## src/rtl/imem_loader_if.sv

```systemverilog
// Byte-stream and instruction-memory write port bundle
// for the program loader.
interface imem_loader_if #(
   parameter int ADDR_WIDTH = 5
);
   logic                  byte_valid;
   logic [7:0]            byte_data;
   logic                  byte_ready;
   logic                  mem_we;
   logic [ADDR_WIDTH-1:0] mem_addr;
   logic [31:0]           mem_wdata;

   modport master (
      output byte_valid, byte_data,
      input  byte_ready,
      input  mem_we, mem_addr, mem_wdata
   );

   modport slave (
      input  byte_valid, byte_data,
      output byte_ready,
      output mem_we, mem_addr, mem_wdata
   );
endinterface

```

## src/rtl/imem_loader.sv

```systemverilog
// Program loader: packs a byte stream into little-endian
// words and writes them to instruction memory.
module imem_loader #(
   parameter int ADDR_WIDTH = 5
) (
   input  logic                clock,
   input  logic                reset,
   input  logic                start,
   input  logic [ADDR_WIDTH:0] num_words,
   input  logic                abort,
   imem_loader_if.slave        bus,
   output logic                core_hold,
   output logic                busy,
   output logic                done,
   output logic                err
);
   localparam int DEPTH = 1 << ADDR_WIDTH;

   typedef enum logic [1:0] {
      IDLE,
      RECV,
      WRITE,
      DONE
   } state_t;

   state_t                state_q, state_d;
   logic [ADDR_WIDTH-1:0] addr_q, addr_d;
   logic [ADDR_WIDTH-1:0] last_q, last_d;
   logic [1:0]            idx_q, idx_d;
   logic [31:0]           word_q, word_d;
   logic                  err_q, err_d;
   logic                  loaded_q, loaded_d;
   logic [ADDR_WIDTH:0]   nw_m1;

   assign nw_m1 = num_words - 1'b1;

   // state and datapath registers, synchronous active-low reset
   always_ff @(posedge clock) begin
      if (!reset) begin
         state_q  <= IDLE;
         addr_q   <= '0;
         last_q   <= '0;
         idx_q    <= '0;
         word_q   <= '0;
         err_q    <= 1'b0;
         loaded_q <= 1'b0;
      end else begin
         state_q  <= state_d;
         addr_q   <= addr_d;
         last_q   <= last_d;
         idx_q    <= idx_d;
         word_q   <= word_d;
         err_q    <= err_d;
         loaded_q <= loaded_d;
      end
   end

   // next-state logic; abort wins over byte acceptance
   always_comb begin
      state_d  = state_q;
      addr_d   = addr_q;
      last_d   = last_q;
      idx_d    = idx_q;
      word_d   = word_q;
      err_d    = err_q;
      loaded_d = loaded_q;
      unique case (state_q)
         IDLE: begin
            if (start) begin
               loaded_d = 1'b0;
               if (num_words == '0) begin
                  state_d = DONE;
               end else if (int'(num_words) > DEPTH) begin
                  err_d = 1'b1;
               end else begin
                  last_d  = nw_m1[ADDR_WIDTH-1:0];
                  addr_d  = '0;
                  idx_d   = '0;
                  err_d   = 1'b0;
                  state_d = RECV;
               end
            end
         end
         RECV: begin
            if (abort) begin
               err_d   = 1'b1;
               idx_d   = '0;
               state_d = IDLE;
            end else if (bus.byte_valid) begin
               word_d[{idx_q, 3'b000} +: 8] = bus.byte_data;
               idx_d = idx_q + 2'd1;
               if (idx_q == 2'd3) state_d = WRITE;
            end
         end
         WRITE: begin
            if (abort) begin
               err_d   = 1'b1;
               state_d = IDLE;
            end else if (addr_q == last_q) begin
               state_d = DONE;
            end else begin
               addr_d  = addr_q + 1'b1;
               state_d = RECV;
            end
         end
         DONE: begin
            loaded_d = 1'b1;
            state_d  = IDLE;
         end
      endcase
   end

   // outputs decoded straight from registered state
   assign bus.byte_ready = (state_q == RECV);
   assign bus.mem_we     = (state_q == WRITE);
   assign bus.mem_addr   = addr_q;
   assign bus.mem_wdata  = word_q;
   assign busy           = (state_q != IDLE);
   assign done           = (state_q == DONE);
   assign err            = err_q;
   assign core_hold      = !loaded_q | busy;
endmodule

```

## src/flat_wrapper.sv

```systemverilog
// flat-port wrapper written by rule: the top's interface ports become plain ports
module imem_loader_flat 
#(
   parameter int ADDR_WIDTH = 5
)
  (clock, reset, start, num_words, abort, core_hold, busy, done, err, bus_byte_valid, bus_byte_data, bus_byte_ready, bus_mem_we, bus_mem_addr, bus_mem_wdata);
  imem_loader_if #(.ADDR_WIDTH(ADDR_WIDTH)) bus_i ();
  input  logic clock;
  input  logic reset;
  input  logic start;
  input  logic [ADDR_WIDTH:0] num_words;
  input  logic abort;
  output logic core_hold;
  output logic busy;
  output logic done;
  output logic err;
  input wire logic [$bits(bus_i.byte_valid)-1:0] bus_byte_valid;
  input wire logic [$bits(bus_i.byte_data)-1:0] bus_byte_data;
  output wire logic [$bits(bus_i.byte_ready)-1:0] bus_byte_ready;
  output wire logic [$bits(bus_i.mem_we)-1:0] bus_mem_we;
  output wire logic [$bits(bus_i.mem_addr)-1:0] bus_mem_addr;
  output wire logic [$bits(bus_i.mem_wdata)-1:0] bus_mem_wdata;
  assign bus_i.byte_valid = bus_byte_valid;
  assign bus_i.byte_data = bus_byte_data;
  assign bus_byte_ready = bus_i.byte_ready;
  assign bus_mem_we = bus_i.mem_we;
  assign bus_mem_addr = bus_i.mem_addr;
  assign bus_mem_wdata = bus_i.mem_wdata;
  imem_loader #(.ADDR_WIDTH(ADDR_WIDTH)) u_core (.clock(clock), .reset(reset), .start(start), .num_words(num_words), .abort(abort), .bus(bus_i), .core_hold(core_hold), .busy(busy), .done(done), .err(err));
endmodule
```

## config.mk

```make
export PLATFORM = sky130hd
export DESIGN_NAME = imem_loader_flat
export DESIGN_NICKNAME = d
export VERILOG_FILES = /design/src/rtl/imem_loader_if.sv /design/src/rtl/imem_loader.sv /design/src/flat_wrapper.sv
export SDC_FILE = /design/constraint.sdc
export NUM_CORES = 1
export LEC_CHECK = 0
export ABC_CLOCK_PERIOD_IN_PS = 2500
export BUFFER_PORTS_ARGS = -buffer_cell sky130_fd_sc_hd__buf_2
export CORE_AREA = 2 2 58 87
export CTS_CLUSTER_DIAMETER = 50
export DETAILED_ROUTE_END_ITERATION = 10
export DIE_AREA = 0 0 60 89
export GPL_TIMING_DRIVEN = 0
export PLACE_DENSITY = 0.8
export REMOVE_ABC_BUFFERS = 1
export SYNTH_ARGS = -nofsm -noshare
export SYNTH_HDL_FRONTEND = slang
export SYNTH_SLANG_ARGS = --single-unit
```

## constraint.sdc

```tcl
create_clock -name clock -period 2.5 [get_ports clock]
set_input_delay 0.375 -clock clock [delete_from_list [all_inputs] [get_ports clock]]
set_output_delay 0.375 -clock clock [all_outputs]
set_load 0.1 [all_outputs]
```

Yosys cells after proc, flatten, opt, wreduce, memory -nomap -nowiden
Index checks and enable logic that the tools add are counted.
{"block": "word_totals", "reg_bits": 48, "in_bits": 19, "output_inout_bits": 43}
{"block": "op_classes", "addsub": 4, "order_cmp": 1, "eq_ne": 14, "shifts": 2, "mux": 29, "bitwise": 4, "reduce_logical": 16}
{"operator": "bitwise mux 32 bit", "n": 1}
{"operator": "variable shift 8 x 7 -> 32 bit (first input constant)", "n": 1}
{"operator": "variable part select 8 x 7 -> 32 bit", "n": 1}
{"operator": "2-to-1 mux 2 bit", "n": 13}
{"operator": "2-to-1 mux 5 bit", "n": 5}
{"operator": "AND reduction 4 bit", "n": 3}
{"operator": "!= test 2 bit (second input constant)", "n": 5}
{"operator": "one-hot mux 5 bit (2 select lines)", "n": 1}
{"operator": "nonzero test 2 bit", "n": 5}
{"operator": "one-hot mux 2 bit (4 select lines)", "n": 1}
{"operator": "negation 5 -> 7 bit", "n": 1}
{"operator": "== test 2 bit (second input constant)", "n": 3}
{"operator": "greater-than comparator 6 bit (second input constant)", "n": 1}
{"operator": "zero test 6 bit", "n": 1}
{"operator": "!= test 3 x 2 -> 1 bit (second input constant)", "n": 2}
{"operator": "AND reduction 6 bit", "n": 1}
{"operator": "adder 5 x 1 -> 5 bit (second input constant)", "n": 1}
{"operator": "== test 5 bit", "n": 1}
{"operator": "2-to-1 mux 1 bit", "n": 5}
{"operator": "AND reduction 5 bit", "n": 1}
{"operator": "subtractor 5 x 1 -> 5 bit (second input constant)", "n": 1}
{"operator": "one-hot mux 1 bit (2 select lines)", "n": 2}
{"operator": "one-hot mux 2 bit (2 select lines)", "n": 1}
{"operator": "!= test 3 bit (second input constant)", "n": 1}
{"operator": "10 further kinds", "n": 12}

Longest topological paths before layout
Gate-level depths: netlist of run 1.
{"block": "logic_depth", "depth_word": 5, "depth_mapped": 8, "mapped_depth_nobuf": 7}

Worst setup path before layout of run 1
Ideal clock, no wire load.
{"block": "synth_timing", "path_kind": "register to register", "start": "register u_core.state_q[1]", "end": "register u_core.word_q[0] (netlist: u_core.bus.mem_wdata[0])", "arrival_time_ns": 2.503, "required_ns": 2.432, "slack_ns": -0.071, "stages_incl_launch_ff": 9, "path_buffers": 1, "synth_period_minus_slack_ns": 2.571, "cell_sequence": "dfxtp_1 inv_1 ha_1 nor2b_1 buf_2 nand3_2 nor4b_2 a22oi_1 nor2_1"}
{"block": "synth_via", "elab_chain_cells": 2}
{"element": "from (decl)", "line": "imem_loader.sv:26", "source": "state_t state_q, state_d;"}
{"element": "from (signal assigned)", "line": "imem_loader.sv:48", "source": "state_q <= state_d;"}
{"element": "== test 2 x 1 -> 1 bit"}
{"element": "net bus_byte_ready", "line": "flat_wrapper.sv:19", "source": "output wire logic [$bits(bus_i.byte_ready)-1:0] bus_byte_ready;"}
{"element": "AND reduction 3 bit (no source line)"}
{"element": "to (signal assigned)", "line": "imem_loader.sv:52", "source": "word_q <= word_d;"}
{"element": "to (decl)", "line": "imem_loader.sv:30", "source": "logic [31:0] word_q, word_d;"}
The timed path passes the listed nets, and every way through them passes these cells.
A chain may end at the register's enable or synchronous reset.

Worst setup path in the final report of run 1
{"block": "layout_timing", "start": "register u_core.idx_q[0]", "end": "register u_core.word_q[18] (netlist: u_core.bus.mem_wdata[18])"}
{"block": "layout_via", "elab_chain_cells": 3, "elab_cells_between_ends": 4, "cone_classes": "add/sub: 1; shift: 2; mux: 1"}
{"element": "from (decl)", "line": "imem_loader.sv:29", "source": "logic [1:0] idx_q, idx_d;"}
{"element": "from (signal assigned)", "line": "imem_loader.sv:51", "source": "idx_q <= idx_d;"}
{"element": "negation 5 -> 7 bit (*)", "line": "imem_loader.sv:90", "source": "word_d[{idx_q, 3'b000} +: 8] = bus.byte_data;"}
{"element": "variable part select 8 x 7 -> 32 bit or variable shift 8 x 7 -> 32 bit (tied branches)", "line": "imem_loader.sv:90"}
{"element": "bitwise mux 32 bit (*)", "line": "imem_loader.sv:90"}
Every way passes the cells marked *; elsewhere a longest branch is shown, timed or not.

==> impl_results.md, run 1 <==
- Gate Count Post-Synth: 261
- Final Non-Filler Cells: 382
- Count of buffering cells on the critical path with inverters included: 1
- Worst path cell trace: inv_1 > ha_1 > nor3b_1 > nand3_1 > a21oi_1
- Unrepaired setup endpoints after global routing: false
- Mean post-synth cell area: 8.749 µm²
- Share of post-route cells with drive strength above 1: 25.16%
- Residual DRC: 0
- Period utilisation layout: 91.02%
- Worst setup slack before clock tree synthesis: -0.05512 ns
- Antenna Diode Count: 0
- Die width: 60 µm
- Sequential area share after synthesis: 42.08%
- Kind of start point of the critical path: flip-flop
- Die height: 89 µm
- Clk slew on worst S/H paths: 0.09 ns
- Final worst-path setup slack: 0.2245 ns
- Count of flip-flops with a built-in enable after synthesis: 0
- Slew Limit Headroom: 14.69%
- Critical Path Fanout Max: 8
- Number of global-route vias before repair: 1855
- Type of the worst setup path: flip-flop to flip-flop
- H-tree Lvls: 2
- Wire length of the first global-routing pass: 8.521 mm
- Delay of the slowest cell on the worst path: 0.69 ns
- Max-cap violation count: 0
- Gr ovfl total: 0
- Crit Reg-Reg Endpoint: u_core.bus.mem_wdata[18]
- Async set-reset flop share out of synthesis: 0%
- Setup_tns: 0 ns
- Power Total: 2.272 mW
- Number of storage elements in the synthesis netlist: 48
- Insertion delay to the later sink of the worst-skew pair: 0.30 ns
- Number of antenna violations at the first check in global routing: 0
- Final core occ: 60.28%
- Capturing instance or port of the critical path: u_core.bus.mem_wdata[18]
- Number of hold buffers added after CTS: 0
- Setup Skew: 0.005879 ns
- Required time reported for the critical path endpoint: 2.70 ns
- Crit path depth: 5
- Core area: 4542 µm²
- Most instantiated cells after synthesis: 48 x sky130_fd_sc_hd__dfxtp_1, 33 x sky130_fd_sc_hd__nand2_1, 31 x sky130_fd_sc_hd__nand3_1
- Number of slew-limit violations in the final report: 0
- Start point of the critical path: u_core.idx_q[0]
- PortBufs: 61
- Area share of the leading cell type in the synthesized netlist: 42.08%
- CTS Buffer Depth: 2
- Sink Count: 48
- Worst slew pin tran: 1.278 ns
- I/O pin count: 62
- Detailed-route via count: 2052
- Nature of the critical path endpoint: flip-flop
- Start of the worst register-to-register path: u_core.idx_q[0]
- Buffer cell driving the clock tree root: sky130_fd_sc_hd__clkbuf_8
- Full die area: 5340 µm²
- Min Clock Period, post-route: 2.276 ns
- TritonCTS Buffers: 5
- Syn Std Cell Area: 2283 µm²
- Data arrival at the endpoint of the critical path: 2.48 ns
- Wire length after detailed routing: 5.170 mm
- Result of the run: complete, no violations
- Top Family by Delay on Critical Path: simple AND/OR/NAND/NOR gates
- Initial standard-cell utilization of the core: 50.28%
- Post-synth top flop: sky130_fd_sc_hd__dfxtp_1
- FP Rows: 30
- Number of endpoints failing setup at the final stage: 0
- Cell with the largest stage delay on the worst path: sky130_fd_sc_hd__nor3b_1
- Final GP Congestion: 0.8131
- Maximum resistive drop on vdd: 904.3 µV
- Nets: 349
- Pin count of the biggest net entering global routing: 41
- Cell count of the worst reg-to-reg path: 5
- Layout-stage area growth over the synthesis result: 19.89%
- Antenna Nets Post-Route: 0
- R2R setup slack: 0.22 ns
- Ratio of total power to cell area: 830.0 nW/µm²
- Count of yosys warnings during synthesis: 0
- DR pass1 iterations: 4
- GRT Resource Usage Total: 20.84%
- TritonCTS clock tree: built
- Top cells by area, synth: sky130_fd_sc_hd__dfxtp_1 42%, sky130_fd_sc_hd__ha_1 7.1%, sky130_fd_sc_hd__nand3_1 6.8%, sky130_fd_sc_hd__a21oi_1 6.4%, sky130_fd_sc_hd__nand2_1 5.4%
- Static Leak: 1.165 nW
- Final number of hold-violating endpoints: 0
- Per-cell routed wire length: 13.53 µm
- Estimated wirelength of the detail-placed design: 3.858 mm
- Number of setup buffers added after CTS: 0
- Yosys top cell by area: sky130_fd_sc_hd__dfxtp_1
- Fmax: 0.4395 GHz
- Total placed cells including tap cells: 374
- Number of DRC markers after the initial detailed-route iteration: 153
- Class of the tightest hold or removal check: input port to flip-flop
- HP Start: num_words[0]
- Number of distinct standard cells referenced by the synthesized netlist: 42
- Top-count cell post-synth: sky130_fd_sc_hd__dfxtp_1
- Vias per Instance: 5.372
==> worst register-to-register path: stages (launching register included) <==
cell and delay, ns:
sky130_fd_sc_hd__dfxtp_1 0.50, sky130_fd_sc_hd__inv_1 0.20, sky130_fd_sc_hd__ha_1 0.44, sky130_fd_sc_hd__nor3b_1 0.69, sky130_fd_sc_hd__nand3_1 0.16, sky130_fd_sc_hd__a21oi_1 0.19
==> final cells by class <==
type / count / area [µm²]
timing repair buffer: 61 / 305.3
multi-input combinational: 191 / 1246
sequential: 48 / 960.9
tap: 64 / 80.08
fill: 422 / 1804
clock buffer: 6 / 72.57
clock inverter: 2 / 35.03
inverter: 10 / 37.54
==> sequential cells by signal (all words and copies together), names as in the netlist <==
signal / count
u_core.state_q: 2
u_core.loaded_q: 1
u_core.last_q: 5
u_core.err: 1
u_core.bus.mem_wdata: 32
u_core.idx_q: 2
u_core.bus.mem_addr: 5
==> what timing repair did <==
action / 4_1_cts / 5_1_grt
setup endpoints to repair: 8 / 13
gates resized for setup: 1 / 2
cloned: 0 / 0
==> per-stage QoR <==
stage	instance area, µm²	hold slack, ns
after floorplan	2228	0.4233
after global placement	2614	0.4335
after detailed placement	2614	0.4363
after CTS	2730	0.2815
after global routing	2738	0.3015
final	2738	0.2824
==> worst min-delay path by stage <==
stage / end / slack, ns / depth (start not counted)
after global placement: u_core.loaded_q / 0.43 / 2
after CTS: u_core.last_q[0] / 0.28 / 2
after detailed placement: u_core.loaded_q / 0.44 / 2
after global routing: u_core.last_q[0] / 0.30 / 2
after floorplan: u_core.loaded_q / 0.42 / 2
final: u_core.last_q[0] / 0.28 / 2
==> power by group <==
group | total (mW) | leakage (nW) | switching, mW | internal [mW]
registers | 0.852 | 0.388 | 0.0390 | 0.813
clock network | 0.548 | 0.0552 | 0.251 | 0.297
logic | 0.873 | 0.721 | 0.628 | 0.244
==> logic make-up (layout without fill, tap and decap cells) <==
| family | count (synthesis) | in the layout | share of synthesized area, % |
|---|---|---|---|
| simple gates | 106 | 106 | 23.23 |
| compound gates | 60 | 60 | 18.41 |
| flops | 48 | 48 | 42.08 |
| buf+inv | 22 | 79 | 4.055 |
| fa+ha+maj | 13 | 13 | 7.123 |
| xor+xnor | 9 | 9 | 3.781 |
| mux | 3 | 3 | 1.315 |
==> placed cells by master (no fill, tap or decap), types with 4 or more instances in the layout <==
| master | n |
|---|---|
| sky130_fd_sc_hd__nor2_1 | 18 |
| sky130_fd_sc_hd__dfxtp_1 | 48 |
| sky130_fd_sc_hd__o21ai_0 | 4 |
| sky130_fd_sc_hd__nand3_1 | 31 |
| sky130_fd_sc_hd__inv_1 | 10 |
| sky130_fd_sc_hd__nand2_1 | 33 |
| sky130_fd_sc_hd__and3_1 | 4 |
| sky130_fd_sc_hd__a22oi_1 | 8 |
| sky130_fd_sc_hd__clkbuf_8 | 5 |
| sky130_fd_sc_hd__a21oi_1 | 29 |
| sky130_fd_sc_hd__a211oi_1 | 4 |
| sky130_fd_sc_hd__buf_2 | 61 |
| sky130_fd_sc_hd__ha_1 | 13 |
| sky130_fd_sc_hd__xnor2_1 | 7 |
==> metal layers <==
layer	wire length [µm]	up-vias	global-route usage [%]
li1	-	1029	-
met1	2085	944	23.86
met2	2731	71	38.04
met3	286	8	4.342
met4	68	0	6.061
met5	0	-	0
Power figures use the tool's default switching activity.
==> run 2: changes to the inputs <==
--- a/config.mk
+++ b/config.mk
@@ -6,7 +6,7 @@
 export NUM_CORES = 1
 export LEC_CHECK = 0
 export ABC_CLOCK_PERIOD_IN_PS = 2500
-export BUFFER_PORTS_ARGS = -buffer_cell sky130_fd_sc_hd__buf_2
+export BUFFER_PORTS_ARGS = -buffer_cell sky130_fd_sc_hd__buf_4
 export CORE_AREA = 2 2 58 87
 export CTS_CLUSTER_DIAMETER = 50
 export DETAILED_ROUTE_END_ITERATION = 10
==> impl_results.md, run 2 (same netlist as run 1, synthesis figures left out) <==
- DR pass1 iterations: 4 (unchanged)
- R2R setup slack: 0.20 ns (-0.02 ns)
- Final hold slack: 0.2677 ns (-0.01464 ns)
- Top Family by Delay on Critical Path: simple AND/OR/NAND/NOR gates
- Setup Skew: 0.003024 ns (-0.002854 ns)
- Final worst-path setup slack: 0.2013 ns (-0.02316 ns)
- Most common cell after layout, fill and taps aside: sky130_fd_sc_hd__buf_4
- Final number of hold-violating endpoints: 0 (unchanged)
- Antenna Diode Count: 0 (unchanged)
- Number of DRC markers after the initial detailed-route iteration: 112 (-27%)
- Crit path depth: 5 (unchanged)
- Ratio of total power to cell area: 830.8 nW/µm² (about the same)
- Detailed-route via count: 2047 (-0.24%)
- Antenna Nets Post-Route: 0 (unchanged)
- Switch share: 38.53% (-1.9 points)
- Insertion delay to the later sink of the worst-skew pair: 0.30 ns (about the same)
- Layout-stage area growth over the synthesis result: 27.29%
- I/O pin count: 62 (unchanged)
- Number of antenna violations at the first check in global routing: 0 (unchanged)
- Area taken by flip-flops and latches: 960.9 µm² (unchanged)
- Buffer cell driving the clock tree root: sky130_fd_sc_hd__clkbuf_8
- Number of endpoints failing setup at the final stage: 0 (unchanged)
- Fmax: 0.4350 GHz (-1.0%)
- Slew Limit Headroom: 16.35% (+1.7 points)
- Max reg flops: 32 (unchanged)
- Type of the worst setup path: flip-flop to flip-flop
- Share of post-route cells with drive strength above 1: 24.92% (-0.24 points)
- Number of global-route vias before repair: 1975 (+6.5%)
- # fillers: 417 (-1.2%)
- Wire length of the first global-routing pass: 8.700 mm (+2.1%)
- Nature of the critical path endpoint: flip-flop
- Clock group share of total power: 27.0% (+2.9 points)
- Core area: 4542 µm² (unchanged)
- Residual DRC: 0 (unchanged)
- Sink Count: 48 (unchanged)
- Worst path cell trace: inv_1 > ha_1 > nor3b_1 > nand3_1 > a21oi_1
- HP Start: num_words[0]
- Result of the run: complete, no violations
- Number of slew-limit violations in the final report: 0 (unchanged)
- Wire length after detailed routing: 5.338 mm (+3.2%)
- Internal Pwr Total: 1.484 mW (+9.6%)
- TritonCTS clock tree: built
- TritonCTS Buffers: 5 (unchanged)
- Start of the worst register-to-register path: u_core.idx_q[0]
- Gr ovfl total: 0 (unchanged)
- Delay of the slowest cell on the worst path: 0.75 ns (+0.06 ns)
- Count of buffering cells on the critical path with inverters included: 1 (unchanged)
- Kind of start point of the critical path: flip-flop
- Worst Hold Endpoint: u_core.last_q[0]
- Clk slew on worst S/H paths: 0.09 ns (about the same)
- Cell depth of the worst hold path: 2 (unchanged)
- Die height: 89 µm (unchanged)
- Worst setup slack before clock tree synthesis: 0.01670 ns (+0.07182 ns)
- Unrepaired setup endpoints after global routing: true
- Full die area: 5340 µm² (unchanged)
- Final GP Congestion: 0.8118 (-0.16%)
- Estimated wirelength of the detail-placed design: 3.922 mm (+1.7%)
- Maximum resistive drop on vdd: 749.1 µV (-17%)
- CTS Buffer Depth: 2 (unchanged)
- H-tree Lvls: 2 (unchanged)
- Cell count of the worst reg-to-reg path: 5 (unchanged)
- Die width: 60 µm (unchanged)
- Data arrival at the endpoint of the critical path: 2.52 ns (+0.04 ns)
- FP Rows: 30 (unchanged)
- Nets: 349 (unchanged)
- Crit Reg-Reg Endpoint: u_core.bus.mem_wdata[19]
- Static Leak: 1.187 nW (+2.0%)
- Vias per Instance: 5.373 (about the same)
- Setup_tns: 0 ns (unchanged)
- Class of the tightest hold or removal check: input port to flip-flop
- Period utilisation layout: 91.95% (+0.93 points)
- Worst slew pin tran: 1.253 ns (-0.02483 ns)
- Net switching power of the design: 930.3 µW (+1.3%)
- Pin count of the biggest net entering global routing: 41 (unchanged)
- Per-cell routed wire length: 14.01 µm (+3.5%)
- Cell with the largest stage delay on the worst path: sky130_fd_sc_hd__nor3b_1
- Share of total power in combinational logic: 37.7% (-0.7 points)
- Area taken by multi-input logic gates: 1241 µm² (-0.40%)
- Critical Path Fanout Max: 8 (unchanged)
- GRT Resource Usage Total: 21.13% (+0.29 points)
- PortBufs: 61 (unchanged)
- Most used cells in the layout excluding fill and tap cells: 61 x sky130_fd_sc_hd__buf_4, 48 x sky130_fd_sc_hd__dfxtp_1, 33 x sky130_fd_sc_hd__nand2_1, 31 x sky130_fd_sc_hd__nand3_1, 29 x sky130_fd_sc_hd__a21oi_1
- Final core occ: 63.99% (+3.7 points)
- Min Clock Period, post-route: 2.299 ns (+0.02316 ns)
- Power share of the sequential group: 35.3% (-2.2 points)
- Required time reported for the critical path endpoint: 2.72 ns (+0.02 ns)
- Initial standard-cell utilization of the core: 50.28% (unchanged)
- Max-cap violation count: 0 (unchanged)
[run 2: cell count changes in the layout (fill, tap and decap cells not counted)]
| cell | delta |
|---|---|
| sky130_fd_sc_hd__buf_2 | -61 |
| sky130_fd_sc_hd__buf_4 | +61 |
| sky130_fd_sc_hd__bufinv_16 | +1 |
| sky130_fd_sc_hd__clkbuf_1 | -1 |
| sky130_fd_sc_hd__clkinv_2 | -1 |
| sky130_fd_sc_hd__nor3b_1 | +1 |
| sky130_fd_sc_hd__nor3b_2 | -1 |
[run 2: power by group through the flow]
| stage | clock [mW] | combinational, mW | sequential, mW |
|---|---|---|---|
| finish | 0.652 | 0.909 | 0.854 |
| global route | 0.685 | 0.972 | 0.860 |
| CTS | 0.659 | 0.907 | 0.854 |
| detailed placement | 0 | 0.902 | 0.871 |
| global placement | 0 | 0.894 | 0.867 |
| floorplan | 0 | 0.604 | 0.979 |
[run 2: area by class of cell]
class	instances	area share, %
Clock buffer	5	2.368
Clock inverter	2	2.066
Inverter	10	1.291
Multi-Input combinational cell	191	42.70
Sequential cell	48	33.06
Tap cell	64	2.755
Timing Repair Buffer	61	15.76
[run 2: worst reg2reg max path: cells and delay by family (launching register included)]
family	cells	cell delay [ns]
AOI/OAI and AO/OA	1	0.17
adders and majority gates	1	0.43
DFF	1	0.49
and+or+nand+nor	2	0.93
buffers and inverters	1	0.19
[run 2: how the worst max path moves through the flow]
stage	start	end	slack [ns]
6_report	u_core.idx_q[0]	u_core.bus.mem_wdata[19]	0.20
5_1_grt	u_core.idx_q[0]	u_core.bus.mem_wdata[9]	-0.04
4_1_cts	u_core.state_q[1]	u_core.bus.mem_wdata[7]	0.16
3_5_place_dp	u_core.state_q[1]	u_core.bus.mem_wdata[7]	0.02
3_3_place_gp	u_core.state_q[1]	u_core.bus.mem_wdata[7]	0.02
2_1_floorplan	u_core.state_q[1]	u_core.bus.mem_wdata[0]	-0.26
[run 2: metal layers]
layer | part of all wire (%) | global-route usage [%] | vias to the layer above | wire (µm)
li1 | - | - | 1023 | -
met2 | 54 | 40.22 | 64 | 2870
met5 | 0 | 0 | - | 0
met1 | 40 | 22.77 | 951 | 2137
met4 | 1.9 | 7.475 | 0 | 103
met3 | 4.3 | 3.329 | 9 | 227
[run 2: timing repair]
item	in CTS	in global routing
endpoints found under the setup margin	8	14
hold buffers	0	0
pin swaps	0	0
resized for setup	1	1
setup buffers	0	0
[run 2: per-stage QoR]
stage	total power, mW	instance area [µm²]	std cells
after floorplan	1.583	2228	249
after global placement	1.761	2766	374
after detailed placement	1.773	2766	374
after CTS	2.419	2904	381
after global routing	2.518	2907	381
final	2.415	2907	381
==> run 3: changes to the inputs <==
--- a/config.mk
+++ b/config.mk
@@ -7,12 +7,13 @@
 export LEC_CHECK = 0
 export ABC_CLOCK_PERIOD_IN_PS = 2500
 export BUFFER_PORTS_ARGS = -buffer_cell sky130_fd_sc_hd__buf_4
-export CORE_AREA = 2 2 58 87
+export CORE_AREA = 2 2 57 85
+export CTS_BUF_LIST = sky130_fd_sc_hd__clkbuf_8
 export CTS_CLUSTER_DIAMETER = 50
 export DETAILED_ROUTE_END_ITERATION = 10
-export DIE_AREA = 0 0 60 89
+export DIE_AREA = 0 0 59 87
 export GPL_TIMING_DRIVEN = 0
-export PLACE_DENSITY = 0.8
+export PLACE_DENSITY = 0.83
 export REMOVE_ABC_BUFFERS = 1
 export SYNTH_ARGS = -nofsm -noshare
 export SYNTH_HDL_FRONTEND = slang
==> impl_results.md, run 3 (same netlist as run 1, synthesis figures left out) <==
- Result of the run: complete, no violations
- DR pass1 iterations: 4 (unchanged)
- Nature of the critical path endpoint: flip-flop
- Number of slew-limit violations in the final report: 0 (unchanged)
- Class of the tightest hold or removal check: input port to flip-flop
- Buffer cell driving the clock tree root: sky130_fd_sc_hd__clkbuf_8
- Slew Limit Headroom: 17.36% (+1.0 points)
- Number of DRC markers after the initial detailed-route iteration: 92 (-18%)
- Setup_tns: 0 ns (unchanged)
- Ratio of total power to cell area: 812.6 nW/µm² (-2.2%)
- Detailed-route via count: 2072 (+1.2%)
- Core area: 4429 µm² (-2.5%)
- Crit Reg-Reg Endpoint: u_core.bus.mem_wdata[24]
- Cell count of the worst reg-to-reg path: 5 (unchanged)
- Antenna Diode Count: 0 (unchanged)
- Number of global-route vias before repair: 1949 (-1.3%)
- Initial standard-cell utilization of the core: 51.55% (+1.3 points)
- FP Rows: 30 (unchanged)
- Vias per Instance: 5.661 (+5.4%)
- Antenna Nets Post-Route: 0 (unchanged)
- Full die area: 5133 µm² (-3.9%)
- Worst slew pin tran: 1.238 ns (-0.01518 ns)
- Die height: 87 µm (-2.2%)
- Fmax: 0.4392 GHz (+0.96%)
- Most used cells in the layout excluding fill and tap cells: 61 x sky130_fd_sc_hd__buf_4, 48 x sky130_fd_sc_hd__dfxtp_1, 33 x sky130_fd_sc_hd__nand2_1, 31 x sky130_fd_sc_hd__nand3_1, 29 x sky130_fd_sc_hd__a21oi_1
- Max-cap violation count: 0 (unchanged)
- Required time reported for the critical path endpoint: 2.72 ns (about the same)
- CTS Buffer Depth: 2 (unchanged)
- Data arrival at the endpoint of the critical path: 2.50 ns (-0.02 ns)
- Residual DRC: 0 (unchanged)
- Setup Skew: 0.005498 ns (+0.002473 ns)
- H-tree Lvls: 2 (unchanged)
- Gr ovfl total: 0 (unchanged)
- Maximum resistive drop on vdd: 807.3 µV (+7.8%)
- Kind of start point of the critical path: flip-flop
- Wire length of the first global-routing pass: 8.659 mm (-0.47%)
- Most common cell after layout, fill and taps aside: sky130_fd_sc_hd__buf_4
- R2R setup slack: 0.22 ns (+0.02 ns)
- Number of antenna violations at the first check in global routing: 0 (unchanged)
- Start of the worst register-to-register path: u_core.idx_q[0]
- Die width: 59 µm (-1.7%)
- Static Leak: 1.185 nW (-0.23%)
- Per-cell routed wire length: 13.98 µm (-0.19%)
- Critical Path Fanout Max: 8 (unchanged)
- Nets: 349 (unchanged)
- PortBufs: 61 (unchanged)
- Max reg flops: 32 (unchanged)
- Sink Count: 48 (unchanged)
- Final number of hold-violating endpoints: 0 (unchanged)
- GRT Resource Usage Total: 21.49% (+0.36 points)
- Cell depth of the worst hold path: 2 (unchanged)
- Final GP Congestion: 0.7918 (-2.5%)
- Min Clock Period, post-route: 2.277 ns (-0.02180 ns)
- Insertion delay to the later sink of the worst-skew pair: 0.30 ns (about the same)
- Period utilisation layout: 91.07% (-0.87 points)
- Wire length after detailed routing: 5.118 mm (-4.1%)
- HP Start: num_words[0]
- Clk slew on worst S/H paths: 0.09 ns (about the same)
- Number of endpoints failing setup at the final stage: 0 (unchanged)
- Estimated wirelength of the detail-placed design: 3.867 mm (-1.4%)
- Pin count of the biggest net entering global routing: 41 (unchanged)
- Layout-stage area growth over the synthesis result: 26.52%
- I/O pin count: 62 (unchanged)
- Type of the worst setup path: flip-flop to flip-flop
- Worst Hold Endpoint: u_core.last_q[0]
- Share of post-route cells with drive strength above 1: 25.79% (+0.87 points)
- Unrepaired setup endpoints after global routing: false
- TritonCTS clock tree: built
- Final core occ: 65.23% (+1.2 points)
- TritonCTS Buffers: 5 (unchanged)
- # fillers: 400 (-4.1%)
==> run 3: changes by cell type in the layout (fill, tap and decap cells not counted), sizes merged <==
cell and change:
bufinv -1, clkinv +1, clkbuf +1
==> run 3: through the flow <==
| stage | cell area (µm²) | total power, mW | hold slack (ns) | instances | worst slack (ns) |
|---|---|---|---|---|---|
| 6_report | 2889 | 2.348 | 0.2584 | 366 | 0.2231 |
| 5_1_grt | 2889 | 2.462 | 0.2637 | 366 | 0.03134 |
| 4_1_cts | 2877 | 2.358 | 0.2580 | 366 | 0.1081 |
| 3_5_place_dp | 2746 | 1.773 | 0.4398 | 358 | -0.07210 |
| 3_3_place_gp | 2746 | 1.759 | 0.4325 | 358 | 0.001265 |
| 2_1_floorplan | 2228 | 1.583 | 0.4233 | 249 | -0.2557 |
==> run 3: power breakdown <==
part	switching (mW)	total (mW)	internal (mW)
registers	0.0414	0.854	0.813
clock network	0.261	0.588	0.327
logic	0.628	0.905	0.278
total	0.930	2.35	1.42
==> run 3: area by class of cell <==
cell class | count | area (µm²) | share of cell area (%)
Multi-Input combinational cell | 191 | 1251 | 43.31
Sequential cell | 48 | 960.9 | 33.26
Timing Repair Buffer | 61 | 457.9 | 15.85
Clock buffer | 6 | 82.58 | 2.858
Tap cell | 48 | 60.06 | 2.079
Clock inverter | 2 | 38.79 | 1.343
Inverter | 10 | 37.54 | 1.299
==> run 3: worst max path at each step <==
| stage | start | to | cells after the start |
|---|---|---|---|
| 6_report | u_core.idx_q[0] | u_core.bus.mem_wdata[24] | 5 |
| 4_1_cts | u_core.state_q[1] | u_core.bus.mem_wdata[1] | 7 |
| 5_1_grt | u_core.state_q[1] | u_core.bus.mem_wdata[0] | 7 |
| 3_3_place_gp | u_core.state_q[1] | u_core.bus.mem_wdata[7] | 7 |
| 3_5_place_dp | u_core.state_q[1] | u_core.bus.mem_wdata[0] | 7 |
| 2_1_floorplan | u_core.state_q[1] | u_core.bus.mem_wdata[0] | 7 |
==> run 3: what timing repair did <==
action,in CTS,in global routing
setup buffers,0,0
hold endpoints to repair,0,0
hold buffers,0,0
setup endpoints to repair,8,14
resized for setup,1,3
==> run 3: critical path, cell delays in order (launching register included) <==
cell and delay [ns]:
sky130_fd_sc_hd__dfxtp_1 0.52, sky130_fd_sc_hd__inv_1 0.21, sky130_fd_sc_hd__ha_1 0.42, sky130_fd_sc_hd__nor3_1 0.70, sky130_fd_sc_hd__nand3_1 0.17, sky130_fd_sc_hd__a21oi_1 0.18
==> run 3: per-layer routing <==
layer	vias to the layer above	share of wire, %	global-route usage [%]
met5	-	0	0
met4	0	2.1	8.678
met3	10	4.6	3.418
met2	64	54	40.51
met1	970	39	22.87
li1	1028	-	-
